===== config.mk =====
export PLATFORM = sky130hd
export DESIGN_NAME = runway_light_ctrl_flat
export DESIGN_NICKNAME = d
export VERILOG_FILES = /design/src/rtl/runway_light_ctrl_if.sv /design/src/rtl/runway_light_ctrl.sv /design/src/flat_wrapper.sv
export SDC_FILE = /design/constraint.sdc
export NUM_CORES = 1
export LEC_CHECK = 0
export ABC_AREA = 1
export BUFFER_PORTS_ARGS = -buffer_cell sky130_fd_sc_hd__buf_2
export CAP_MARGIN = 30
export CORE_MARGIN = 1.5
export CORE_UTILIZATION = 46
export DETAILED_ROUTE_END_ITERATION = 8
export PLACE_DENSITY = 0.7
export RECOVER_POWER = 25
export SYNTH_ARGS = -nofsm -noshare
export SYNTH_HDL_FRONTEND = slang
export SYNTH_SLANG_ARGS = --single-unit

===== constraint.sdc =====
create_clock -name clk -period 0.9 [get_ports clk]
set_input_delay 0.09 -clock clk [delete_from_list [all_inputs] [get_ports clk]]
set_output_delay 0.09 -clock clk [all_outputs]
set_load 0.01 [all_outputs]

===== src/rtl/runway_light_ctrl_if.sv =====
// Signal bundle between the runway light sequencer and its surroundings.
// master: the sequencer (samples wind switches/enable, drives the pattern FSM).
// slave : the surroundings (switch inputs, pattern FSM, status observer).
// Optional macro RUNWAY_STEP_CNT_EN adds step_count [15:0].
interface runway_light_ctrl_if;
  logic [1:0]  wind_raw;
  logic        enable;
  logic [1:0]  lights_w;
  logic        lights_reset;
  logic        step;
  logic [1:0]  wind_stable;
  logic        change;
`ifdef RUNWAY_STEP_CNT_EN
  logic [15:0] step_count;

  modport master (
    input  wind_raw, enable,
    output lights_w, lights_reset, step, wind_stable, change, step_count
  );
  modport slave (
    output wind_raw, enable,
    input  lights_w, lights_reset, step, wind_stable, change, step_count
  );
`else
  modport master (
    input  wind_raw, enable,
    output lights_w, lights_reset, step, wind_stable, change
  );
  modport slave (
    output wind_raw, enable,
    input  lights_w, lights_reset, step, wind_stable, change
  );
`endif
endinterface


===== src/rtl/runway_light_ctrl.sv =====
// Runway light sequencer: synchronizes and debounces the wind switches,
// divides clk into a step rate, and feeds the pattern FSM one wind code per
// step (hold code 2'b11 otherwise). The pattern is restarted on start-up and
// whenever the debounced wind code changes.
// Optional macro RUNWAY_STEP_CNT_EN adds a saturating step counter output.
module runway_light_ctrl #(
  parameter int TICK_DIV   = 8,
  parameter int DEB_CYCLES = 4
) (
  input  logic               clk,
  input  logic               reset,
  runway_light_ctrl_if.master bus
);

  localparam int PW = $clog2(TICK_DIV);
  localparam int DW = (DEB_CYCLES > 1) ? $clog2(DEB_CYCLES) : 1;
  localparam logic [PW-1:0] PRE_LAST = PW'(TICK_DIV - 1);
  localparam logic [DW-1:0] DEB_LAST = DW'(DEB_CYCLES - 1);

  localparam logic [1:0] IDLE    = 2'd0;
  localparam logic [1:0] RESTART = 2'd1;
  localparam logic [1:0] RUN     = 2'd2;

  localparam logic [1:0] HOLD_CODE = 2'b11;

  logic [1:0]    raw_ok;
  logic [1:0]    sync_d, sync_q;
  logic [1:0]    cand, stable;
  logic [DW-1:0] cnt;
  logic          change_q;
  logic [1:0]    state, state_nxt;
  logic [PW-1:0] pre;
  logic          tick, step_w;

  // 2'b11 from the switches is not a legal wind code; treat it as calm.
  assign raw_ok = (bus.wind_raw == 2'b11) ? 2'b00 : bus.wind_raw;

  // Two-flop synchronizer for the asynchronous switches.
  always_ff @(posedge clk) begin
    if (reset) begin
      sync_d <= 2'b00;
      sync_q <= 2'b00;
    end else begin
      sync_d <= raw_ok;
      sync_q <= sync_d;
    end
  end

  // Debounce: commit a code once it has been seen DEB_CYCLES times in a row;
  // change pulses only when the committed value actually moves.
  always_ff @(posedge clk) begin
    if (reset) begin
      cand     <= 2'b00;
      cnt      <= '0;
      stable   <= 2'b00;
      change_q <= 1'b0;
    end else if (sync_q != cand) begin
      cand     <= sync_q;
      cnt      <= '0;
      change_q <= 1'b0;
    end else if (cnt == DEB_LAST) begin
      stable   <= cand;
      change_q <= (cand != stable);
    end else begin
      cnt      <= cnt + DW'(1);
      change_q <= 1'b0;
    end
  end

  // Next-state decode; enable loss beats a wind change, which beats running on.
  always_comb begin
    state_nxt = state;
    case (state)
      IDLE:    state_nxt = bus.enable ? RESTART : IDLE;
      RESTART: state_nxt = bus.enable ? RUN : IDLE;
      RUN: begin
        if (!bus.enable)   state_nxt = IDLE;
        else if (change_q) state_nxt = RESTART;
        else               state_nxt = RUN;
      end
      default: state_nxt = IDLE;
    endcase
  end

  // State register.
  always_ff @(posedge clk) begin
    if (reset) state <= IDLE;
    else       state <= state_nxt;
  end

  // Step prescaler: counts only while staying in RUN, parked at 0 otherwise
  // so the first step lands on the TICK_DIV-th RUN cycle.
  always_ff @(posedge clk) begin
    if (reset)
      pre <= '0;
    else if (state == RUN && state_nxt == RUN)
      pre <= (pre == PRE_LAST) ? '0 : pre + PW'(1);
    else
      pre <= '0;
  end

  assign tick   = (state == RUN) && (pre == PRE_LAST);
  assign step_w = tick && !change_q && bus.enable;

  assign bus.step         = step_w;
  assign bus.lights_w     = step_w ? stable : HOLD_CODE;
  assign bus.lights_reset = (state != RUN);
  assign bus.wind_stable  = stable;
  assign bus.change       = change_q;

`ifdef RUNWAY_STEP_CNT_EN
  logic [15:0] step_cnt;

  // Lifetime step counter; saturates, and only reset clears it.
  always_ff @(posedge clk) begin
    if (reset)
      step_cnt <= 16'h0000;
    else if (step_w && step_cnt != 16'hFFFF)
      step_cnt <= step_cnt + 16'd1;
  end

  assign bus.step_count = step_cnt;
`endif

endmodule

===== src/flat_wrapper.sv =====
// flat-port wrapper written by rule: the top's interface ports become plain ports
module runway_light_ctrl_flat 
#(
  parameter int TICK_DIV   = 8,
  parameter int DEB_CYCLES = 4
)
  (clk, reset, bus_wind_raw, bus_enable, bus_lights_w, bus_lights_reset, bus_step, bus_wind_stable, bus_change);
  runway_light_ctrl_if bus_i ();
  input  logic clk;
  input  logic reset;
  input wire logic [$bits(bus_i.wind_raw)-1:0] bus_wind_raw;
  input wire logic [$bits(bus_i.enable)-1:0] bus_enable;
  output wire logic [$bits(bus_i.lights_w)-1:0] bus_lights_w;
  output wire logic [$bits(bus_i.lights_reset)-1:0] bus_lights_reset;
  output wire logic [$bits(bus_i.step)-1:0] bus_step;
  output wire logic [$bits(bus_i.wind_stable)-1:0] bus_wind_stable;
  output wire logic [$bits(bus_i.change)-1:0] bus_change;
  assign bus_i.wind_raw = bus_wind_raw;
  assign bus_i.enable = bus_enable;
  assign bus_lights_w = bus_i.lights_w;
  assign bus_lights_reset = bus_i.lights_reset;
  assign bus_step = bus_i.step;
  assign bus_wind_stable = bus_i.wind_stable;
  assign bus_change = bus_i.change;
  runway_light_ctrl #(.TICK_DIV(TICK_DIV), .DEB_CYCLES(DEB_CYCLES)) u_core (.clk(clk), .reset(reset), .bus(bus_i));
endmodule

======== Yosys cells after proc, flatten, opt, wreduce, memory -nomap -nowiden ========
Cells that the tools add are included.
storage, ports and cells
  flip-flop bits (word level) ............. 16
  bits of input ports ..................... 5
  output and inout port bits .............. 7
  logic and storage cells ................. 39
operators by class
  add/subtract/negate cells ............... 2
  eq/ne operators ......................... 9
  muxes and demuxes ....................... 6
  bitwise logic cells ..................... 3
  reduce and logical (&&, ||, !) cells .... 11
operators by type and width
  kind                 count
  $eq 2x2->1 const B   4
  $mux 2               4
  $pmux 2 s3           1
  $reduce_or 3->1      2
  $logic_and 1x1->1    4
  $ne 2x2->1           2
  $reduce_or 2->1      2
  $add 3x1->3 const B  1
  $eq 3x3->1 const B   1
  $not 1->1            3
  $add 2x1->2 const B  1
  $eq 2x1->1 const B   1
  $logic_not 2->1      1
  $ne 2x2->1 const B   1
  $reduce_and 2->1     1
  $logic_not 1->1      1
  $mux 1               1

======== Logic depth before layout (Yosys ltp) ========
Gate-level depths: netlist of run 1.
  word-level depth ........................ 7
  depth in mapped cells ................... 7

======== Least setup slack after synthesis of run 1 ========
No wires, ideal clock.
  path kind ............................... reg-to-output
  from .................................... reg u_core.pre[0]
  to ...................................... out bus_lights_w[0]
  arrival time ............................ 919 ps
  data required time ...................... 810 ps
  path slack .............................. -109 ps
  stages on the path, launching flop included .. 6
  buffers on the path ..................... 0
  cells stage by stage .................... dfxtp_1 > ha_1 > ha_1 > inv_1 > nor2_2 > nand2_1
between the ends
  cells in the longest elaborated chain, start to end .. 5
ends and longest elaborated chain
  item                            line                      RTL
  start, declared                 runway_light_ctrl.sv:32   logic [PW-1:0] pre;
  start signal, assigned          runway_light_ctrl.sv:97   pre <= (pre == PRE_LAST) ? '0 : pre + PW'(1);
  $eq 3x3->1                      runway_light_ctrl.sv:102  assign tick = (state == RUN) && (pre == PRE_LAST);
  $logic_and 1x1->1               runway_light_ctrl.sv:102
  $logic_and 1x1->1 (2 in a row)  runway_light_ctrl.sv:103  assign step_w = tick && !change_q && bus.enable;
  via bus_step                    flat_wrapper.sv:15        output wire logic [$bits(bus_i.step)-1:0] bus_step;
  $mux 2                          runway_light_ctrl.sv:106  assign bus.lights_w = step_w ? stable : HOLD_CODE;
  end, declared                   flat_wrapper.sv:13        output wire logic [$bits(bus_i.lights_w)-1:0] bus_lights_w;
The timed path passes the listed nets, and every way through them passes these cells.

======== Worst setup path after layout of run 1 ========
  from .................................... reg u_core.pre[0]
  to ...................................... out bus_lights_w[0]
between the ends
  cells in the longest elaborated chain, start to end .. 5
ends and longest elaborated chain
  item                            line
  $eq 3x3->1                      runway_light_ctrl.sv:102
  $logic_and 1x1->1               runway_light_ctrl.sv:102
  $logic_and 1x1->1 (2 in a row)  runway_light_ctrl.sv:103
  $mux 2                          runway_light_ctrl.sv:106
Every way passes these cells.

==> results.md, run 1 <==
* Worst Setup End Kind: output port
* Dpl hpwl at around 810 µm
* Yosys warnings at 0
* P_sw at 0.358 mW
* Endpoints failing setup at 8
* Largest family of logic cells by synthesized area: simple AND/OR/NAND/NOR gates
* Worst path cell trace: ha_4 > ha_4 > inv_2 > nor2_4 > nand2_2 > buf_6
* Syn avg cell area at approximately 8 µm²
* Clock Path Buffers at 2
* Vias in the first global route at 498
* Synth top cells by count: 16 x dfxtp_1, 16 x nand2_1, 15 x inv_1
* Diodes inserted at 0
* Die Width at 41.1 µm
* Fillcell total at 109
* PortBufs at 11
* Least-Margin Pin Slew at 0.175 ns
* Post-synth top area share at 0.479
* Post-synthesis simple-gate area fraction at 0.301
* XOR/XNOR Fraction of Synth Area at 0.0374
* Logic pwr share at 0.120
* CTS sink cnt at 16
* MaxCap Viol Count at 0
* Fin. Hold Viols at 0
* Post-placement cell count at 109
* DRC violations left at 0
* Netlist cell types at 17
* Max Clk Rate at 762 MHz
* Adder-cell area share of the yosys netlist at 0.0561
* Sequential area share after synthesis at 0.479
* RSZ-0062 raised after global routing: true
* Final Max Tran Viols at 0
* Worst VDD drop at 0.00104 V
* Startpoint Class: flop
* Top cells by area, synth: dfxtp_1 48%, nand2_1 9.0%, inv_1 8.4%
* CP dominant cell by count: ha_4
* Layout cells sized above 1 at 0.495
* CP required at 0.81 ns
* Synthesized Nets at 91
* Detail Route Antenna Nets at 0
* Crit Path Class: flop to output port
* Post-Place Setup Slack at -0.112 ns
* Die area at roughly 1700 µm²
* Crit path time final at 1.31 ns
* Register bit total from synthesis at 16
* Power share of the sequential group at 0.536
* Mux cell area share after synthesis at 0.0150
* Sw Share at 0.250
* Slowest-stage cell, CP: dfxtp_2
* Synthesized area at between 600 and 700 µm²
* 1st-pass router iterations at 4
* Post-synth top area cell: dfxtp_1
* # rows at 13
* Post-route insts no fill at 118
* CTS tree: done
* Number of flops mapped to enable cells by yosys at 0
* Type of the worst min-delay path: input port to flop
* Failing checks: setup timing
* Initial antenna violation count at 0
* Root buf cell: clkbuf_4
* Largest net degree at the start of global routing at 10
* Crit-path max FO at 3
* Htree depth at 1
* Status: complete, but fails checks
* PD cells at 1510 nW/µm²
* Fin crit share at 1.46
* Gr ovfl total at 0
* Final WL at roughly 1.2 mm
* Worst endpoint data arrival time at around 1.2 ns
* Asr flop ratio synth at 0
* Via count at 553
* Slew headroom at 0.883
* Post-synth top flop: dfxtp_1
* Clock share of power at 0.344
* Number of I/O pins at 12
* Area grow syn2layout at 41.9%
* Mapped Cells at 83
* CP max stage delay at 0.36 ns
* NumNets Final at around 110
* Pint at 1.08 mW
* Drt wl/cell at ~11 µm
* Initial drt markers at 4
* Clk_skew at 0.000984 ns
* Die Y at 41.1 µm
* GRT Overall Usage at 0.186
* Final worst slack at -0.413 ns
* Reg clk slew, reported paths at ~0.10 ns
* Latest clock arrival within the worst-skew pair at around 0.29 ns
* GP Congestion at 0.754
* Compound-gate portion of the synthesized area at 0.00748
* Core Area at 1330 µm²
* Initial Utilization at 0.502
* Routed vias/inst at 4.69
* Leakage at 0.392 nW
* Number of buffers created by CTS at 3
* First-pass GRT wire length at slightly below 2 mm
-- cell type report --
class | instances | area, µm² | area share
Timing Repair Buffer | 18 | 139 | 0.146
Sequential cell | 16 | 340 | 0.358
Inverter | 16 | 60.1 | 0.0632
Clock buffer | 4 | 36.3 | 0.0382
Tap cell | 15 | 18.8 | 0.0198
Multi-Input combinational cell | 49 | 355 | 0.374
-- flip-flops by register name, summed over array words and instances, names as in the netlist --
signal and cells:
u_core.sync_d 2, u_core.cnt 2, u_core.bus.wind_stable 2, u_core.sync_q 2, u_core.bus.change 1, u_core.state 2
u_core.cand 2, u_core.pre 3
-- critical path: cells and delay by family (launching register included) --
kind / cells / cell delay (ns)
flip-flops: 1 / 0.36
buffers and inverters: 2 / 0.16
adder cells (fa/ha/maj): 2 / 0.24
AND/OR/NAND/NOR: 2 / 0.18
-- cells by family (layout without fill, tap and decap cells) --
family | after synthesis | in the layout
buf+inv | 18 | 38
fa+ha+maj | 3 | 3
simple gates | 42 | 42
compound gates | 1 | 1
xor+xnor | 2 | 2
flops | 16 | 16
mux | 1 | 1
-- path summary, 6_finish.rpt --
| check | start | endpoint | slack [ns] | depth (start not counted) |
|---|---|---|---|---|
| setup / recovery | u_core.pre[0]$_SDFF_PP0_ | bus_lights_w[0] | -0.41 | 6 |
| hold reg to reg | u_core.sync_d[1]$_SDFF_PP0_ | u_core.sync_q[1]$_SDFF_PP0_ | 0.40 | 2 |
| setup reg to reg | u_core.pre[0]$_SDFF_PP0_ | u_core.pre[0]$_SDFF_PP0_ | -0.06 | 5 |
| hold / removal | reset | u_core.state[1]$_SDFF_PP0_ | 0.08 | 2 |
-- power groups by stage --
stage	clock [mW]	combinational (mW)	sequential [mW]
6_report	0.493	0.173	0.768
5_1_grt	0.527	0.196	0.772
4_1_cts	0.501	0.159	0.771
3_5_place_dp	0	0.144	0.785
3_3_place_gp	0	0.141	0.783
2_1_floorplan	0	0.107	0.784
-- metal layers --
layer  track usage  routed length [µm]  part of all wire  vias to the layer above
li1              -                   -                 -                      293
met1         0.204                 583              0.47                      250
met2         0.324                 609              0.49                        8
met3        0.0489                  35             0.028                        2
met4        0.0968                  12            0.0097                        0
met5             0                   0                 0                        -
-- through the flow --
step / utilization / area (µm²) / power (mW) / hold slack (ns) / setup TNS, ns
2_1_floorplan: - / 737 / 0.891 / 0.166 / -0.0211
5_1_grt: 0.712 / 950 / 1.50 / 0.0771 / -2.17
6_report: 0.712 / 950 / 1.43 / 0.0756 / -1.55
4_1_cts: 0.680 / 907 / 1.43 / 0.0652 / -1.56
3_3_place_gp: 0.607 / 810 / 0.924 / 0.263 / -0.300
3_5_place_dp: 0.607 / 810 / 0.928 / 0.266 / -0.440
-- cell usage in the layout (no fill, tap or decap) --
cell type / count
nand2_1: 13
nor2_1: 12
inv_1: 11
dfxtp_2: 10
buf_2: 8
inv_2: 5
buf_6: 5
dfxtp_1: 4
nand2_2: 3
nand4_1: 3
ha_4: 3
clkbuf_4: 3
buf_4: 3
nor2_4: 2
nor3b_1: 2
nor2_2: 2
nand3_1: 2
nand3_2: 2
dlygate4sd3_1: 2
dfxtp_4: 2
nand3_4: 1
xor2_1: 1
xnor2_4: 1
a21oi_1: 1
mux2i_1: 1
clkbuf_8: 1
-- what timing repair did --
action,in CTS,in global routing
hold buffers,2,0
pin swaps,3,8
hold endpoints to repair,2,0
setup endpoints to repair,13,15
buffers inserted,1,3
gates resized for setup,13,8
No activity file was read; power rests on OpenSTA's default activity.
==> run 2, diff against run 1 <==
- BUFFER_PORTS_ARGS: -buffer_cell sky130_fd_sc_hd__buf_2 -> unset
- CORE_UTILIZATION: 46 -> 47
- DONT_BUFFER_PORTS: unset -> 1
- PLACE_DENSITY: 0.7 -> unset
- clock period: 0.9 -> 1.52 ns (I/O delays scaled with it)
==> run 2 against run 1 <==
Against the previous run:
- the run now ends clean
- global-route usage fell by 5.0 points
- largest power group unchanged
- register-to-register slack improved by 0.54 ns
- wire length fell by 19%
- worst hold slack got worse by 0.061 ns
- final cell count fell by 13%
- non-clock buffer count down 14
- sequential share of layout area up 7.6 points
- core utilization fell by 15 points
- clock power is 56% lower
- die area down 2.0%
- clock-buffer cell count shrank 1
- clock skew hardly changed
==> results.md, run 2 (synthesized netlist as in run 1, its figures left out) <==
* Clock Path Buffers at 2 (unchanged)
* CTS tree: done
* Routed vias/inst at 4.56 (-2.6%)
* Dpl hpwl at 744 µm (-8.2%)
* Setup TNS at 0 ns (+1.55 ns)
* PortBufs at 0 (-11)
* FF-to-FF Start: u_core.cnt[0]$_SDFFE_PP0P_
* Number of I/O pins at 12 (unchanged)
* Final worst slack at 0.141 ns (+0.554 ns)
* Max Clk Rate at 725 MHz
* NumNets Final at 98 (-13%)
* Initial drt markers at 5 (+1)
* Root buf cell: clkbuf_4
* Core Area at 1320 µm² (-1.2%)
* Number of buffers created by CTS at 3 (unchanged)
* Drt wl/cell at 9.76 µm (-7.1%)
* RSZ-0062 raised after global routing: false
* Worst R2R End: u_core.cnt[1]$_SDFFE_PP0P_
* Slew headroom at 0.820 (-0.0631)
* Final WL at 1.01 mm (-19%)
* Largest net degree at the start of global routing at 9 (-1)
* Worst r2r path cells at 3 (-2)
* Latest clock arrival within the worst-skew pair at 0.28 ns (about the same)
* Largest register FFs at 3 (unchanged)
* Most frequent cells in the layout: 16 x nand2_1, 16 x dfxtp_1, 15 x inv_1, 14 x nor2_1, 4 x dlygate4sd3_1
* Final Util at 0.560 (-0.152)
* Initial Utilization at 0.508 (+0.00620)
* Worst VDD drop at 0.000486 V (-53%)
* Initial antenna violation count at 0 (unchanged)
* PD cells at 999 nW/µm² (-34%)
* DRC violations left at 0 (unchanged)
* Worst endpoint data arrival time at 1.23 ns (about the same)
* Clk_skew at 0.00119 ns (+0.000202 ns)
* Crit-path max FO at 3 (unchanged)
* CP max stage delay at 0.35 ns (about the same)
* First-pass GRT wire length at 1.41 mm (-28%)
* GP Congestion at 0.766 (+1.6%)
* Gr ovfl total at 0 (unchanged)
* Layout cells sized above 1 at 0.102 (-0.393)
* Hold EP: u_core.sync_d[1]$_SDFF_PP0_
* Detail Route Antenna Nets at 0 (unchanged)
* Largest Register: u_core.pre
* Hold Path Origin: bus_wind_raw[1]
* Worst path cell trace: inv_2 > nor2_1 > nand3_2 > nor2_4 > nand2_1
* Fin. Hold Viols at 0 (unchanged)
* Type of the worst min-delay path: input port to flop
* Post-Place Setup Slack at 0.411 ns (+0.523 ns)
* # rows at 13 (unchanged)
* MaxCap Viol Count at 0 (unchanged)
* GRT Overall Usage at 0.136 (-0.0497)
* Hold Path Depth at 1 (-1)
* Final Max Tran Viols at 0 (unchanged)
* Fin crit share at 0.907
* CP required at 1.37 ns (+0.56 ns)
* Post-placement cell area at 678 µm² (-16%)
* Area grow syn2layout at 10.3%
* Via count at 470 (-15%)
* Crit Path Class: flop to output port
* Startpoint Class: flop
* Least-Margin Pin Slew at 0.270 ns (+0.0947 ns)
* 1st-pass router iterations at 2 (-2)
* Htree depth at 1 (unchanged)
* Worst Setup End Kind: output port
* Die Y at 40.7 µm (-0.98%)
* Final Cell Area at 738 µm² (-22%)
* Top Family by Delay on Critical Path: simple AND/OR/NAND/NOR gates
* CTS sink cnt at 16 (unchanged)
* Reg2Reg Setup Slack at 0.48 ns (+0.54 ns)
* Endpoints failing setup at 0 (-8)
* Die area at 1660 µm² (-2.0%)
* Reg clk slew, reported paths at 0.09 ns (about the same)
* Slowest-stage cell, CP: dfxtp_1
* Die Width at 40.7 µm (-0.98%)
* Crit path time final at roughly 1.4 ns
* Leakage at 0.308 nW (-21%)
* Worst path bufs/invs at 1 (-1)
* Diodes inserted at 0 (unchanged)
* Vias in the first global route at 370 (-26%)
* Pwr Total at 0.738 mW (-49%)
* Status: finished clean
* Fillcell total at 144 (+32%)
## run 2: how the worst max path moves through the flow
stage,startpoint,endpoint,slack (ns),depth (start not counted)
after floorplan,u_core.pre[0]$_SDFF_PP0_,bus_lights_w[0],0.45,5
after global placement,u_core.pre[0]$_SDFF_PP0_,bus_lights_w[0],0.41,5
after detailed placement,u_core.pre[0]$_SDFF_PP0_,bus_lights_w[0],0.41,5
after CTS,u_core.pre[0]$_SDFF_PP0_,bus_lights_w[0],0.09,5
after global routing,u_core.state[1]$_SDFF_PP0_,bus_lights_w[1],0.04,5
final,u_core.state[1]$_SDFF_PP0_,bus_lights_w[1],0.14,5
## run 2: worst reg2reg max path, cell delays in order (launching register included)
cell	delay, ns
dfxtp_1	0.35
ha_1	0.32
mux2i_1	0.21
nor2_1	0.06
## run 2: per-layer routing
layer  GRT usage  share of wire  vias to the layer above
met5           0              0                        -
met4       0.100          0.031                        0
met3      0.0543          0.046                        5
met2       0.198           0.44                        8
met1       0.160           0.48                      195
li1            -              -                      262
## run 2: where the power goes
group | total (mW) | internal, mW | leakage [nW] | switching [mW]
sequential | 0.450 | 0.438 | 0.130 | 0.0127
combinational | 0.0693 | 0.0325 | 0.164 | 0.0368
clock | 0.218 | 0.0921 | 0.0138 | 0.126
## run 2: what timing repair did
item | CTS | global route
buffers inserted | 0 | 0
hold endpoints to repair | 8 | 0
hold buffers | 4 | 0
gates resized for setup | 0 | 1
endpoints found under the setup margin | 0 | 2
## run 2: per-stage QoR
stage / std cells / hold slack, ns
after detailed placement: 96 / 0.225
after floorplan: 83 / 0.228
after global placement: 96 / 0.224
final: 103 / 0.0142
after global routing: 103 / 0.00812
after CTS: 103 / 0.00881
## run 2: layout make-up
cell class | instances | area, µm² | share of cell area
multi-input combinational | 49 | 277 | 0.375
tap | 15 | 18.8 | 0.0254
clock buffer | 3 | 22.5 | 0.0305
sequential | 16 | 320 | 0.434
timing repair buffer | 4 | 40.0 | 0.0542
inverter | 16 | 60.1 | 0.0814
==> run 3, diff against run 2 <==
- clock period: 1.52 -> 1.3 ns (I/O delays scaled with it)
==> run 3 against run 2 <==
Against the previous run:
- global-route usage is 1.5 points higher
- register-to-register slack worse by 0.21 ns
- critical path type unchanged
- highest routed layer unchanged
- largest cell class unchanged
- wire length is 5.5% higher
- worst setup slack got worse by 0.14 ns
- sequential share of layout area shrank 2.1 points
- non-clock buffer count unchanged
- critical path depth stayed put
- largest power group unchanged
==> results.md, run 3 (synthesized netlist as in run 1, its figures left out) <==
* Status: finished clean
* Htree depth at 1 (unchanged)
* Worst VDD drop at 0.000568 V (+17%)
* Reg clk slew, reported paths at 0.09 ns (about the same)
* Final Util at 0.598 (+0.0380)
* Worst path cell trace: ha_4 > ha_4 > inv_2 > nor2_4 > nand2_2
* Routed vias/inst at 4.65 (+1.9%)
* Hold Path Origin: bus_enable
* CP max stage delay at 0.35 ns (about the same)
* Post-placement cell area at 678 µm² (unchanged)
* Type of the worst min-delay path: input port to flop
* Clock Path Buffers at 2 (unchanged)
* GP Congestion at 0.766 (unchanged)
* Die Width at 40.7 µm (unchanged)
* Crit-path max FO at 3 (unchanged)
* Setup bufs post-CTS at 0 (unchanged)
* Final Max Tran Viols at 0 (unchanged)
* Die Y at 40.7 µm (unchanged)
* Worst Setup End Kind: output port
* RSZ-0062 raised after global routing: true
* Largest net degree at the start of global routing at 9 (unchanged)
* Final Cell Area at 788 µm² (+6.8%)
* CP required at 1.17 ns (-0.20 ns)
* MaxCap Viol Count at 0 (unchanged)
* FF-to-FF Start: u_core.cnt[0]$_SDFFE_PP0P_
* Clock share of power at 0.294 (-0.002)
* # rows at 13 (unchanged)
* Gr ovfl total at 0 (unchanged)
* CP dominant cell by count: ha_4
* Detail Route Antenna Nets at 0 (unchanged)
* Final WL at 1.06 mm (+5.5%)
* Post-placement cell count at 96 (unchanged)
* Fin crit share at 0.997
* Largest Register: u_core.pre
* Sw Share at 0.241 (+0.00286)
* PD cells at 1100 nW/µm² (+10%)
* Least-Margin Pin Slew at 0.263 ns (-0.00700 ns)
* Initial antenna violation count at 0 (unchanged)
* Clk_skew at 0.000884 ns (-0.000302 ns)
* First-pass GRT wire length at 1.59 mm (+12%)
* NumNets Final at 98 (unchanged)
* Slew headroom at 0.824 (+0.00409)
* Startpoint Class: flop
* Layout cells sized above 1 at 0.216 (+0.114)
* 1st-pass router iterations at 4 (+2)
* Root buf cell: clkbuf_4
* Worst Hold Slack at 0.0124 ns (-0.00181 ns)
* Hold EP: u_core.state[1]$_SDFF_PP0_
* Max Clk Rate at 771 MHz
* Fillcell total at 131 (-9.0%)
* PortBufs at 0 (unchanged)
* Number of I/O pins at 12 (unchanged)
* Dpl hpwl at 744 µm (unchanged)
* Crit Path Class: flop to output port
* Area grow syn2layout at 17.8%
* Leakage at 0.306 nW (-0.75%)
* Logic pwr share at 0.098 (+0.004)
* Vias in the first global route at 411 (+11%)
* Crit path time final at roughly 1.3 ns
* Most frequent cells in the layout: 14 x inv_1, 14 x nand2_1, 13 x nor2_1, 12 x dfxtp_1
* Initial Utilization at 0.508 (unchanged)
* Post-route insts no fill at 103 (unchanged)
* Largest register FFs at 3 (unchanged)
* Post-Place Setup Slack at 0.213 ns (-0.198 ns)
* Slowest-stage cell, CP: dfxtp_2
* Number of buffers created by CTS at 3 (unchanged)
* Latest clock arrival within the worst-skew pair at 0.28 ns (about the same)
* Worst R2R End: u_core.cnt[1]$_SDFFE_PP0P_
* Hold Path Depth at 2 (+1)
* Core Area at 1320 µm² (unchanged)
* Endpoints failing setup at 0 (unchanged)
* Diodes inserted at 0 (unchanged)
* Pint at 0.658 mW (+17%)
* CTS tree: done
* DRC violations left at 0 (unchanged)
* P_sw at 0.209 mW (+19%)
* Final worst slack at 0.00348 ns (-0.137 ns)
* Initial drt markers at 5 (unchanged)
* Setup TNS at 0 ns (unchanged)
* Worst endpoint data arrival time at 1.17 ns (-0.06 ns)
* Pwr Total at 0.867 mW (+18%)
* GRT Overall Usage at 0.151 (+0.0148)
* Drt wl/cell at 10.3 µm (+5.5%)
* Reg2Reg Setup Slack at 0.27 ns (-0.21 ns)
* CTS sink cnt at 16 (unchanged)
* Die area at 1660 µm² (unchanged)
* Via count at 479 (+1.9%)
* Power share of the sequential group at 0.608 (-0.002)
* Fin. Hold Viols at 0 (unchanged)
* Worst r2r path cells at 3 (unchanged)
run 3: cell type report:
class	instances	area (µm²)	area share
clock buffers	3	22.5	0.0286
inverters	16	60.1	0.0762
multi-input cells	49	322	0.408
flip-flops and latches	16	325	0.413
well taps	15	18.8	0.0238
repair buffers	4	40.0	0.0508
run 3: worst max-delay path, delay by kind of cell (launching register included):
family,cells,cell delay (ns)
buffers and inverters,1,0.04
adder cells (fa/ha/maj),2,0.27
AND/OR/NAND/NOR,2,0.22
flip-flops,1,0.35
run 3: how the worst max path moves through the flow:
stage	depth (start not counted)	endpoint	slack [ns]	from
finish	5	bus_lights_w[1]	0.003	u_core.pre[0]$_SDFF_PP0_
global route	5	bus_lights_w[1]	-0.07	u_core.pre[1]$_SDFF_PP0_
CTS	5	bus_lights_w[0]	0.0006	u_core.pre[0]$_SDFF_PP0_
detailed placement	5	bus_lights_w[0]	0.21	u_core.pre[0]$_SDFF_PP0_
global placement	5	bus_lights_w[0]	0.22	u_core.pre[0]$_SDFF_PP0_
floorplan	5	bus_lights_w[0]	0.25	u_core.pre[0]$_SDFF_PP0_
run 3: power by group through the flow:
stage                     Sequential (mW)  Combinational, mW  Clock, mW
after detailed placement            0.539             0.0702          0
final                               0.527             0.0850      0.255
after CTS                           0.528             0.0862      0.267
after global routing                0.531             0.0979      0.276
after global placement              0.538             0.0701          0
after floorplan                     0.536             0.0654          0
run 3: timing repair:
| item | CTS | global route |
|---|---|---|
| gates resized for setup | 13 | 0 |
| hold endpoints to repair | 8 | 0 |
| hold buffers | 4 | 0 |
| pin swaps | 4 | 1 |
| setup endpoints to repair | 2 | 2 |
| cloned | 0 | 0 |
run 3: routing by layer:
layer	global-route usage	share of wire	up-vias
met3	0.0543	0.038	4
li1	-	-	263
met1	0.183	0.49	205
met5	0	0	-
met4	0.100	0.019	0
met2	0.222	0.46	7
